### config.mk
export PLATFORM = sky130hd
export DESIGN_NAME = lcd_chrono_writer_flat
export DESIGN_NICKNAME = d
export VERILOG_FILES = /design/src/rtl/lcd_chrono_writer_if.sv /design/src/rtl/lcd_chrono_writer.sv /design/src/flat_wrapper.sv
export SDC_FILE = /design/constraint.sdc
export NUM_CORES = 1
export LEC_CHECK = 0
export CORE_MARGIN = 5
export CORE_UTILIZATION = 55
export DETAILED_ROUTE_END_ITERATION = 8
export PLACE_DENSITY = 0.81
export SYNTH_ARGS = -nofsm -noshare
export SYNTH_HDL_FRONTEND = slang
export SYNTH_SLANG_ARGS = --single-unit
### constraint.sdc
create_clock -name clk_in -period 3.4 [get_ports clk_in]
set_input_delay 0.68 -clock clk_in [delete_from_list [all_inputs] [get_ports clk_in]]
set_output_delay 0.68 -clock clk_in [all_outputs]
set_load 0.03 [all_outputs]
### src/rtl/lcd_chrono_writer_if.sv
// LCD pin bundle for an HD44780-compatible panel in 8-bit write-only mode.
//   rs : 0 = command, 1 = data
//   rw : read/write select (the writer always drives 0)
//   e  : enable strobe
//   db : 8-bit data bus
// master = the controller driving the pins, slave = the panel or an observer.
interface lcd_chrono_writer_if;
    logic       rs;
    logic       rw;
    logic       e;
    logic [7:0] db;

    modport master (output rs, output rw, output e, output db);
    modport slave  (input  rs, input  rw, input  e, input  db);
endinterface

### src/rtl/lcd_chrono_writer.sv
// Chronometer display writer: initialises an HD44780 LCD after reset, then on
// every refresh rising edge snapshots the counters and writes "MM:SS.CC" plus
// a lap marker to line 1.
//   clk_in, reset      : clock, synchronous active-high reset
//   refresh            : frame request, rising edge taken only while idle
//   minutes/seconds/hundredths/lap_flag : live counter values
//   lcd                : LCD pins (rs, rw, e, db), all registered
//   busy               : high during init and while a frame is being written
//   frame_done         : one-cycle pulse in the final cycle of a frame
module lcd_chrono_writer #(
    parameter int unsigned INIT_WAIT = 1000000,
    parameter int unsigned E_PULSE   = 25,
    parameter int unsigned CMD_WAIT  = 2500,
    parameter int unsigned CLR_WAIT  = 100000
) (
    input  logic                       clk_in,
    input  logic                       reset,
    input  logic                       refresh,
    input  logic [7:0]                 minutes,
    input  logic [7:0]                 seconds,
    input  logic [7:0]                 hundredths,
    input  logic                       lap_flag,
    lcd_chrono_writer_if.master        lcd,
    output logic                       busy,
    output logic                       frame_done
);

    // Last cycle index of a write slot: setup + strobe + post-strobe wait.
    localparam int unsigned SLOT_CMD_LAST = E_PULSE + CMD_WAIT;
    localparam int unsigned SLOT_CLR_LAST = E_PULSE + CLR_WAIT;
    localparam int unsigned SLOT_MAX      = (SLOT_CLR_LAST > SLOT_CMD_LAST) ? SLOT_CLR_LAST : SLOT_CMD_LAST;
    localparam int unsigned CNT_MAX       = (INIT_WAIT > SLOT_MAX) ? INIT_WAIT : SLOT_MAX;
    localparam int unsigned CNT_W         = $clog2(CNT_MAX + 1);
    localparam int unsigned IDX_W         = 4;

    typedef logic [CNT_W-1:0] cnt_t;
    typedef enum logic [1:0] {PWR_WAIT, INIT, IDLE, FRAME} state_t;

    state_t           state_q, state_n;
    cnt_t             cnt_q, cnt_n;
    logic [IDX_W-1:0] idx_q, idx_n;
    logic             rs_q, rs_n;
    logic [7:0]       db_q, db_n;
    logic             e_q, e_n;
    logic             busy_n;
    logic             done_n;
    logic [7:0]       snap_min_q, snap_min_n;
    logic [7:0]       snap_sec_q, snap_sec_n;
    logic [7:0]       snap_hun_q, snap_hun_n;
    logic             snap_lap_q, snap_lap_n;
    logic             refresh_prev;
    logic             refresh_rise_c;
    cnt_t             slot_last_c;

    // Init command table: function set 8-bit/2-line, display on, entry mode, clear.
    function automatic logic [7:0] init_cmd(input logic [IDX_W-1:0] i);
        logic [7:0] b;
        case (i)
            4'd0:    b = 8'h38;
            4'd1:    b = 8'h0C;
            4'd2:    b = 8'h06;
            default: b = 8'h01;
        endcase
        return b;
    endfunction

    // Values above 99 are shown as 99; the raw snapshot is left untouched.
    function automatic logic [7:0] clamp99(input logic [7:0] v);
        return (v > 8'd99) ? 8'd99 : v;
    endfunction

    function automatic logic [7:0] tens_char(input logic [7:0] v);
        return 8'h30 + (clamp99(v) / 8'd10);
    endfunction

    function automatic logic [7:0] units_char(input logic [7:0] v);
        return 8'h30 + (clamp99(v) % 8'd10);
    endfunction

    // Frame byte for slot i: cursor command, then "MM:SS.CC" and lap marker.
    function automatic logic [7:0] frame_byte(input logic [IDX_W-1:0] i,
                                              input logic [7:0] mv,
                                              input logic [7:0] sv,
                                              input logic [7:0] hv,
                                              input logic       lv);
        logic [7:0] b;
        case (i)
            4'd0:    b = 8'h80;
            4'd1:    b = tens_char(mv);
            4'd2:    b = units_char(mv);
            4'd3:    b = 8'h3A;
            4'd4:    b = tens_char(sv);
            4'd5:    b = units_char(sv);
            4'd6:    b = 8'h2E;
            4'd7:    b = tens_char(hv);
            4'd8:    b = units_char(hv);
            default: b = lv ? 8'h4C : 8'h20;
        endcase
        return b;
    endfunction

    assign refresh_rise_c = refresh & ~refresh_prev;

    // The clear command needs the long post-strobe wait.
    assign slot_last_c = (!rs_q && (db_q == 8'h01)) ? cnt_t'(SLOT_CLR_LAST) : cnt_t'(SLOT_CMD_LAST);

    // State register; the refresh history is tracked even through reset.
    always_ff @(posedge clk_in) begin
        refresh_prev <= refresh;
        if (reset) begin
            state_q    <= PWR_WAIT;
            cnt_q      <= '0;
            idx_q      <= '0;
            rs_q       <= 1'b0;
            db_q       <= 8'h00;
            e_q        <= 1'b0;
            busy       <= 1'b1;
            frame_done <= 1'b0;
            snap_min_q <= 8'h00;
            snap_sec_q <= 8'h00;
            snap_hun_q <= 8'h00;
            snap_lap_q <= 1'b0;
        end else begin
            state_q    <= state_n;
            cnt_q      <= cnt_n;
            idx_q      <= idx_n;
            rs_q       <= rs_n;
            db_q       <= db_n;
            e_q        <= e_n;
            busy       <= busy_n;
            frame_done <= done_n;
            snap_min_q <= snap_min_n;
            snap_sec_q <= snap_sec_n;
            snap_hun_q <= snap_hun_n;
            snap_lap_q <= snap_lap_n;
        end
    end

    // Next-state and next-output logic; pin values are registered from here.
    always_comb begin
        state_n    = state_q;
        cnt_n      = cnt_q;
        idx_n      = idx_q;
        rs_n       = rs_q;
        db_n       = db_q;
        e_n        = 1'b0;
        busy_n     = busy;
        done_n     = 1'b0;
        snap_min_n = snap_min_q;
        snap_sec_n = snap_sec_q;
        snap_hun_n = snap_hun_q;
        snap_lap_n = snap_lap_q;

        case (state_q)
            PWR_WAIT: begin
                if (cnt_q == cnt_t'(INIT_WAIT - 1)) begin
                    state_n = INIT;
                    cnt_n   = '0;
                    idx_n   = '0;
                    rs_n    = 1'b0;
                    db_n    = init_cmd(4'd0);
                end else begin
                    cnt_n = cnt_q + cnt_t'(1);
                end
            end

            INIT, FRAME: begin
                if (cnt_q == slot_last_c) begin
                    cnt_n = '0;
                    if ((state_q == INIT && idx_q == 4'd3) || (state_q == FRAME && idx_q == 4'd9)) begin
                        state_n = IDLE;
                        busy_n  = 1'b0;
                    end else begin
                        idx_n = IDX_W'(idx_q + 4'd1);
                        if (state_q == INIT) begin
                            rs_n = 1'b0;
                            db_n = init_cmd(IDX_W'(idx_q + 4'd1));
                        end else begin
                            rs_n = 1'b1;
                            db_n = frame_byte(IDX_W'(idx_q + 4'd1), snap_min_q, snap_sec_q,
                                              snap_hun_q, snap_lap_q);
                        end
                    end
                end else begin
                    cnt_n  = cnt_q + cnt_t'(1);
                    // Strobe occupies slot cycles 1..E_PULSE.
                    e_n    = (cnt_q < cnt_t'(E_PULSE));
                    done_n = (state_q == FRAME) && (idx_q == 4'd9) &&
                             ((cnt_q + cnt_t'(1)) == slot_last_c);
                end
            end

            IDLE: begin
                if (refresh_rise_c) begin
                    snap_min_n = minutes;
                    snap_sec_n = seconds;
                    snap_hun_n = hundredths;
                    snap_lap_n = lap_flag;
                    busy_n     = 1'b1;
                    state_n    = FRAME;
                    cnt_n      = '0;
                    idx_n      = '0;
                    rs_n       = 1'b0;
                    db_n       = 8'h80;
                end
            end

            default: state_n = PWR_WAIT;
        endcase
    end

    assign lcd.rs = rs_q;
    assign lcd.rw = 1'b0;
    assign lcd.e  = e_q;
    assign lcd.db = db_q;

endmodule

### src/flat_wrapper.sv
// flat-port wrapper written by rule: the top's interface ports become plain ports
module lcd_chrono_writer_flat 
#(
    parameter int unsigned INIT_WAIT = 1000000,
    parameter int unsigned E_PULSE   = 25,
    parameter int unsigned CMD_WAIT  = 2500,
    parameter int unsigned CLR_WAIT  = 100000
)
  (clk_in, reset, refresh, minutes, seconds, hundredths, lap_flag, busy, frame_done, lcd_rs, lcd_rw, lcd_e, lcd_db);
  lcd_chrono_writer_if lcd_i ();
  input  logic clk_in;
  input  logic reset;
  input  logic refresh;
  input  logic [7:0] minutes;
  input  logic [7:0] seconds;
  input  logic [7:0] hundredths;
  input  logic lap_flag;
  output logic busy;
  output logic frame_done;
  output wire logic [$bits(lcd_i.rs)-1:0] lcd_rs;
  output wire logic [$bits(lcd_i.rw)-1:0] lcd_rw;
  output wire logic [$bits(lcd_i.e)-1:0] lcd_e;
  output wire logic [$bits(lcd_i.db)-1:0] lcd_db;
  assign lcd_rs = lcd_i.rs;
  assign lcd_rw = lcd_i.rw;
  assign lcd_e = lcd_i.e;
  assign lcd_db = lcd_i.db;
  lcd_chrono_writer #(.INIT_WAIT(INIT_WAIT), .E_PULSE(E_PULSE), .CMD_WAIT(CMD_WAIT), .CLR_WAIT(CLR_WAIT)) u_core (.clk_in(clk_in), .reset(reset), .refresh(refresh), .minutes(minutes), .seconds(seconds), .hundredths(hundredths), .lap_flag(lap_flag), .lcd(lcd_i), .busy(busy), .frame_done(frame_done));
endmodule
==> summary.md, run 1 <==
| Metric | Value |
|---|---|
| Met2 WL | `7.046 mm` |
| Top Ports | `41` |
| Max FO, Critical Path | `20` |
| Worst Tran Pin Value | `1.031 ns` |
| FP Rows | `36` |
| Max Cap Viol | `0` |
| H-tree levels | `3` |
| Post-CTS Setup Inserts | `0` |
| Clock slew seen by the registers of the worst setup and hold paths | `0.08 ns` |
| Synth area leaders | `dfxtp_1 24%, a21oi_1 7.9%, nand2_1 6.7%` |
| Most common cell after layout, fill and taps aside | `nand2_1` |
| Vias in the first global route | `5211` |
| Final GP Congestion | `0.9343` |
| Die Width | `109.0 microns` |
| Arr. time, crit path | `3.30 ns` |
| Worst hold margin | `0.4701 ns` |
| Critical path required time | `3.69 ns` |
| Endpoints failing setup | `0` |
| First-pass DRT Iterations | `6` |
| DRC Markers | `0` |
| Filler Cell Count | `906` |
| WL/cell | `16.75 microns` |
| Die height | `109.0 microns` |
| Start point of the critical path | `u_core.snap_min_q[4]` |
| Post-synthesis cell area | `5389 sq um` |
| CTS Buf Count | `9` |
| Synth warn | `0` |
| Worst skew pair latency | `0.37 ns` |
| # clock sinks | `64` |
| Syn-to-layout area delta | `10.52%` |
| Post-synth ARST share | `0%` |
| EDFF count, synth | `0` |
| TritonCTS clock tree | `built` |
| DP HPWL | `10.78 mm` |
| Multi-input gate area | `3761 sq um` |
| Design area | `5956 sq um` |
| Core Region | `9684 sq um` |
| Hold Buf Count CTS | `0` |
| Worst-case clock buffer depth | `2` |
| Setup tns final | `0 ns` |
| Largest net degree at the start of global routing | `33` |
| Die Area | `11880 sq um` |
| CTS root buffer | `clkbuf_8` |
| P_leak | `2.013 nW` |
| Crit path time final | `3.008 ns` |
| Cell Pwr Density | `256.2 nW/um^2` |
| Post-synthesis sequential area ratio | `23.78%` |
| Worst Setup End Kind | `flop` |
| Reg-to-reg slack, setup | `0.39 ns` |
| Post-synth top flop | `dfxtp_1` |
| Net Count, Synth | `823` |
| Placed Area | `5756 sq um` |
| Vias per cell | `6.365` |
| Final hold violations | `0` |
| Uppermost layer routed | `met4` |
| Layout cells sized above 1 | `7.042%` |
| GR Overflow Total | `0` |
| Iter 0 DRT Violations | `659` |
| Total GRT Usage | `26.22%` |
| Status | `complete, no violations` |
| Worst R2R End | `u_core.lcd.db[5]` |
| Worst min-delay path class | `reg -> reg` |
| Critical path launch point type | `flop` |
| FF+latch area | `1281 sq um` |
| Detailed-route via count | `5818` |
| Mean Syn Cell Area | `6.874 sq um` |
| Post-route antenna net violation count | `0` |
| Layout Nets | `815` |
| Max Slew Vio Count | `0` |
| Post-Syn Instances | `784` |
| Worst reg-to-reg path cell count | `12` |
| # diodes | `0` |
| CP endpoint | `u_core.lcd.db[5]` |
| Final Routed Wirelength | `15.31 mm` |
| Synth area leader | `dfxtp_1` |
| Reg2reg start | `u_core.snap_min_q[4]` |
| CTS resizes | `0` |
| Number of port buffers | `39` |
| Wire length on met1 | `6.669 mm` |
| Achievable Freq | `0.3324 GHz` |
| RSZ-0062 raised after global routing | `false` |
| Maximum vdd drop | `0.1780 mV` |
| Initial Util | `55.65%` |
| FF+latch count, synth | `64` |
| Met3 WL post-DR | `1.273 mm` |
| Slew margin rel. | `31.09%` |
| Antenna violations before repair | `0` |
| Crit path kind | `reg -> reg` |
| Period utilisation layout | `88.48%` |
| Library cells used by synthesis | `81` |
| Share of the synthesized area in the top cell type | `23.78%` |
| Clock Skew | `0.01121 ns` |
| First-pass GRT wire length | `25.23 mm` |
| Commonest cells after routing, fill and taps aside | `96 x nand2_1, 85 x a21oi_1, 71 x nor2_1, 64 x dfxtp_1, 45 x o21ai_0` |
-- area by class of cell --
cell class / count / share of cell area (%)
Multi-Input combinational cell: 630 / 63.15
Sequential cell: 64 / 21.51
Timing Repair Buffer: 50 / 7.857
Tap cell: 133 / 2.794
Clock buffer: 9 / 2.080
Inverter: 21 / 1.324
Clock inverter: 7 / 1.282
-- metal layers --
layer  up-vias  track usage, %
li1       2812               -
met1      2690           35.56
met2       285           42.02
met3        31           4.618
met4         0           8.837
met5         -               0
-- flip-flops by register name, indices dropped and copies added, names as in the netlist, 2 cells and up --
name               cells
u_core.snap_min_q      8
u_core.state_q         2
u_core.idx_q           4
u_core.snap_hun_q      8
u_core.snap_sec_q      8
u_core.lcd.db          8
u_core.cnt_q          20
-- cells in the mapped netlist, types with 6 or more instances --
cell	instances
clkbuf_1	62
and2_1	8
a31oi_1	10
or2_2	8
nor4_1	9
and3_1	10
dfxtp_1	64
mux2i_1	8
a211oi_1	6
nor3_1	22
o211ai_1	9
nand2_1	96
nand2b_1	23
inv_1	21
or4_1	9
a21oi_1	85
xnor2_1	10
nor2b_1	20
a21o_1	7
o21ai_0	45
nand3_1	27
nand4_1	8
nor2_1	72
or3_1	6
ha_1	11
nor3b_1	13
-- critical path, stage by stage (launching register included) --
cell and delay (ns):
dfxtp_1 0.74, nor2b_1 0.29, nor4_1 0.08, a31oi_1 0.18
o41ai_1 0.15, inv_1 0.13, ha_1 0.16, nor2_1 0.04
o21ai_0 0.26, ha_1 0.27, mux2_2 0.26, a21o_1 0.19
a21oi_1 0.17
-- worst min path at each step --
stage,startpoint,depth (start not counted),endpoint
after global routing,u_core.snap_hun_q[0],2,u_core.snap_hun_q[0]
after floorplan,u_core.snap_min_q[0],2,u_core.snap_min_q[0]
after detailed placement,u_core.snap_min_q[0],2,u_core.snap_min_q[0]
after global placement,u_core.snap_min_q[0],2,u_core.snap_min_q[0]
final,u_core.snap_min_q[0],2,u_core.snap_min_q[0]
after CTS,u_core.snap_min_q[0],2,u_core.snap_min_q[0]
-- power by group --
part	switching, W	internal, W
registers	0.00000643	0.000752
logic	0.0000312	0.0000367
clock network	0.000355	0.000345
-- per-stage QoR --
step / setup WS [ns] / util (%) / total power [W] / cells
finish: 0.3918 / 61.50 / 0.001526 / 914
CTS: 0.4476 / 61.50 / 0.001523 / 914
global placement: 0.5472 / 59.43 / 0.0008397 / 898
floorplan: 0.7470 / - / 0.0008023 / 784
global route: 0.1811 / 61.50 / 0.001572 / 914
detailed placement: 0.4586 / 59.43 / 0.0008418 / 898
-- logic make-up (layout without fill, tap and decap cells) --
group / after synthesis / in the layout / synth area share (%)
compound gates: 233 / 233 / 27.72
xor+xnor: 15 / 15 / 2.693
fa+ha+maj: 12 / 12 / 2.740
buf+inv: 90 / 87 / 6.478
flops: 64 / 64 / 23.78
mux: 12 / 12 / 2.322
other cells: 2 / 2 / 0.1394
simple gates: 356 / 356 / 34.13
(Power assumes the default switching activity.)
==> inputs of run 2 (changes only) <==
--- a/config.mk
+++ b/config.mk
@@ -8,7 +8,9 @@
 export CORE_MARGIN = 5
 export CORE_UTILIZATION = 55
 export DETAILED_ROUTE_END_ITERATION = 8
+export GPL_TIMING_DRIVEN = 0
 export PLACE_DENSITY = 0.81
+export SKIP_LAST_GASP = 1
 export SYNTH_ARGS = -nofsm -noshare
 export SYNTH_HDL_FRONTEND = slang
 export SYNTH_SLANG_ARGS = --single-unit
==> run 2 against run 1 <==
  * The run now ends with design-rule violations left
  * Sequential share of layout area decreased by 0.74 points
  * Clock skew decreased by 0.0023 ns
  * Via count increased by 6.0%
  * Worst hold slack got worse by 0.010 ns
  * Critical path type unchanged
  * Final cell count increased by 6.3%
  * Maximum frequency decreased by 3.7%
  * Count of clock-buffer cells in the layout increased by 2
  * Largest power group unchanged
  * First-iteration DRC count increased by 35%
==> summary.md, run 2 (same netlist as run 1, synthesis figures left out) <==
| Metric | Value |
|---|---|
| Status | `finished with violations` |
| Failing checks | `design-rule violations` |
| Iter 0 DRT Violations | `887 (+35%)` |
| Detailed-route via count | `6165 (+6.0%)` |
| Critical path launch point type | `flop` |
| Worst Tran Pin Value | `0.7102 ns (-0.3209 ns)` |
| Final hold violations | `0 (unchanged)` |
| # clock sinks | `64 (unchanged)` |
| Net Sw Power | `0.0003540 W (-9.7%)` |
| Max reg flops | `20 (unchanged)` |
| Setup tns final | `0 ns (unchanged)` |
| Wire length on met1 | `7.290 mm (+9.3%)` |
| Die Width | `109.0 microns (unchanged)` |
| Worst-case clock buffer depth | `2 (unchanged)` |
| GR Overflow Total | `0 (unchanged)` |
| Commonest cells after routing, fill and taps aside | `96 x nand2_1, 85 x a21oi_1, 72 x nor2_1, 64 x dfxtp_1, 63 x clkbuf_1` |
| Worst Setup End Kind | `flop` |
| Combinational share of power | `4.7% (+0.3 points)` |
| Worst skew pair latency | `0.36 ns (about the same)` |
| Vias per cell | `6.343 (-0.36%)` |
| Largest net degree at the start of global routing | `12 (-64%)` |
| Arr. time, crit path | `3.36 ns (+0.06 ns)` |
| RSZ-0062 raised after global routing | `false` |
| Switching share of power | `22.45% (-3.3 points)` |
| Max FO, Critical Path | `10 (-50%)` |
| Worst reg-to-reg path cell count | `10 (-2)` |
| Most common cell after layout, fill and taps aside | `nand2_1` |
| Met2 WL | `7.631 mm (+8.3%)` |
| Internal power | `0.001223 W (+7.9%)` |
| Final Routed Wirelength | `16.91 mm (+10%)` |
| CTS root buffer | `clkbuf_8` |
| Layout Nets | `873 (+7.1%)` |
| TritonCTS clock tree | `built` |
| Clock power frac | `47.4% (+1.6 points)` |
| # diodes | `0 (unchanged)` |
| Period utilisation layout | `91.83% (+3.4 points)` |
| H-tree levels | `3 (unchanged)` |
| Final GP Congestion | `0.9716 (+4.0%)` |
| Endpoints failing setup | `0 (unchanged)` |
| Core Region | `9684 sq um (unchanged)` |
| DRC Markers | `1 (+1)` |
| Reg-to-reg slack, setup | `0.28 ns (-0.11 ns)` |
| Vias in the first global route | `5658 (+8.6%)` |
| First-pass GRT wire length | `27.72 mm (+9.9%)` |
| Reg2reg start | `u_core.idx_q[0]` |
| Slew margin rel. | `52.65% (+22 points)` |
| Die height | `109.0 microns (unchanged)` |
| DP HPWL | `12.39 mm (+15%)` |
| HP Start | `u_core.snap_hun_q[0]` |
| Initial Util | `55.65% (unchanged)` |
| Cell Pwr Density | `255.7 nW/um^2 (-0.19%)` |
| Max Cap Viol | `0 (unchanged)` |
| Met3 WL post-DR | `1.525 mm (+20%)` |
| Worst R2R End | `u_core.lcd.db[3]` |
| Top Ports | `41 (unchanged)` |
| Hold endpoint | `u_core.snap_hun_q[0]` |
| CTS Buf Count | `9 (unchanged)` |
| Worst min-delay path class | `reg -> reg` |
| WL/cell | `17.39 microns (+3.8%)` |
| Die Area | `11880 sq um (unchanged)` |
| Sequential Power Share | `48.0% (-1.7 points)` |
| Number of port buffers | `39 (unchanged)` |
| Achievable Freq | `0.3203 GHz (-3.7%)` |
| CTS resizes | `0 (unchanged)` |
| Total GRT Usage | `29.23% (+3.0 points)` |
| Maximum vdd drop | `0.2912 mV (+64%)` |
| Antenna violations before repair | `0 (unchanged)` |
| Largest Register | `u_core.cnt_q` |
| Clock slew seen by the registers of the worst setup and hold paths | `0.08 ns (about the same)` |
| Uppermost layer routed | `met4` |
| Post-CTS Setup Inserts | `0 (unchanged)` |
| Clock Skew | `0.008873 ns (-0.002337 ns)` |
| Syn-to-layout area delta | `14.44%` |
| FP Rows | `36 (unchanged)` |
| P_leak | `2.067 nW (+2.7%)` |
| Worst hold margin | `0.4598 ns (-0.01027 ns)` |
| First-pass DRT Iterations | `8 (+2)` |
| Max Slew Vio Count | `0 (unchanged)` |
| WHS Path Cells | `2 (unchanged)` |
| Final Core Density | `63.68% (+2.2 points)` |
| Hold Buf Count CTS | `0 (unchanged)` |
| Post-route antenna net violation count | `0 (unchanged)` |
| Crit path time final | `3.122 ns (+0.1141 ns)` |
| Critical path required time | `3.64 ns (-0.05 ns)` |
| Crit path kind | `reg -> reg` |
| Layout cells sized above 1 | `5.483% (-1.6 points)` |
[run 2: layout make-up]
cell class | count | area, sq um
plain buffers | 69 | 270.3
clock buffers | 11 | 141.4
clock inverters | 5 | 80.08
fillers | 933 | 3517
inverters | 21 | 78.83
multi-input cells | 630 | 3759
flip-flops and latches | 64 | 1281
well taps | 133 | 166.4
repair buffers | 39 | 390.4
[run 2: worst max path at each step]
stage / from / endpoint / slack, ns / cells after the start
after CTS: u_core.snap_min_q[6] / u_core.lcd.db[5] / 0.35 / 13
after global routing: u_core.snap_min_q[6] / u_core.lcd.db[5] / 0.07 / 13
final: u_core.idx_q[0] / u_core.lcd.db[3] / 0.28 / 10
after floorplan: u_core.cnt_q[14] / u_core.idx_q[3] / 0.75 / 7
after global placement: u_core.cnt_q[14] / u_core.lcd.db[6] / 0.45 / 8
after detailed placement: u_core.cnt_q[14] / u_core.lcd.db[6] / 0.40 / 8
[run 2: layer usage]
| metal | track usage [%] | vias to the layer above |
|---|---|---|
| met5 | 0 | - |
| met3 | 3.434 | 38 |
| li1 | - | 2922 |
| met2 | 46.10 | 343 |
| met4 | 11.63 | 0 |
| met1 | 40.59 | 2862 |
[run 2: power groups by stage]
stage	Sequential (W)	Clock, W	Combinational (W)
4_1_cts	0.000756	0.000753	0.0000726
2_1_floorplan	0.000773	0	0.0000294
6_report	0.000756	0.000747	0.0000736
5_1_grt	0.000757	0.000796	0.0000799
3_3_place_gp	0.000774	0	0.0000708
3_5_place_dp	0.000774	0	0.0000719
[run 2: metrics by stage]
stage / power (W) / worst slack [ns] / instance area, sq um / cells
global placement: 0.0008443 / 0.4452 / 5946 / 956
detailed placement: 0.0008456 / 0.3991 / 5946 / 956
CTS: 0.001582 / 0.3539 / 6167 / 972
finish: 0.001577 / 0.2777 / 6167 / 972
floorplan: 0.0008023 / 0.7470 / 5389 / 784
global route: 0.001633 / 0.06547 / 6167 / 972
[run 2: worst max-delay path, cell delays in order, from the launching register on]
cell	delay, ns
dfxtp_1	0.36
ha_1	0.15
clkbuf_1	0.34
clkbuf_1	0.43
mux2i_1	0.25
nor3_1	0.07
a31oi_1	0.45
nand3_1	0.23
o21ba_2	0.28
o311ai_0	0.37
a21oi_1	0.08
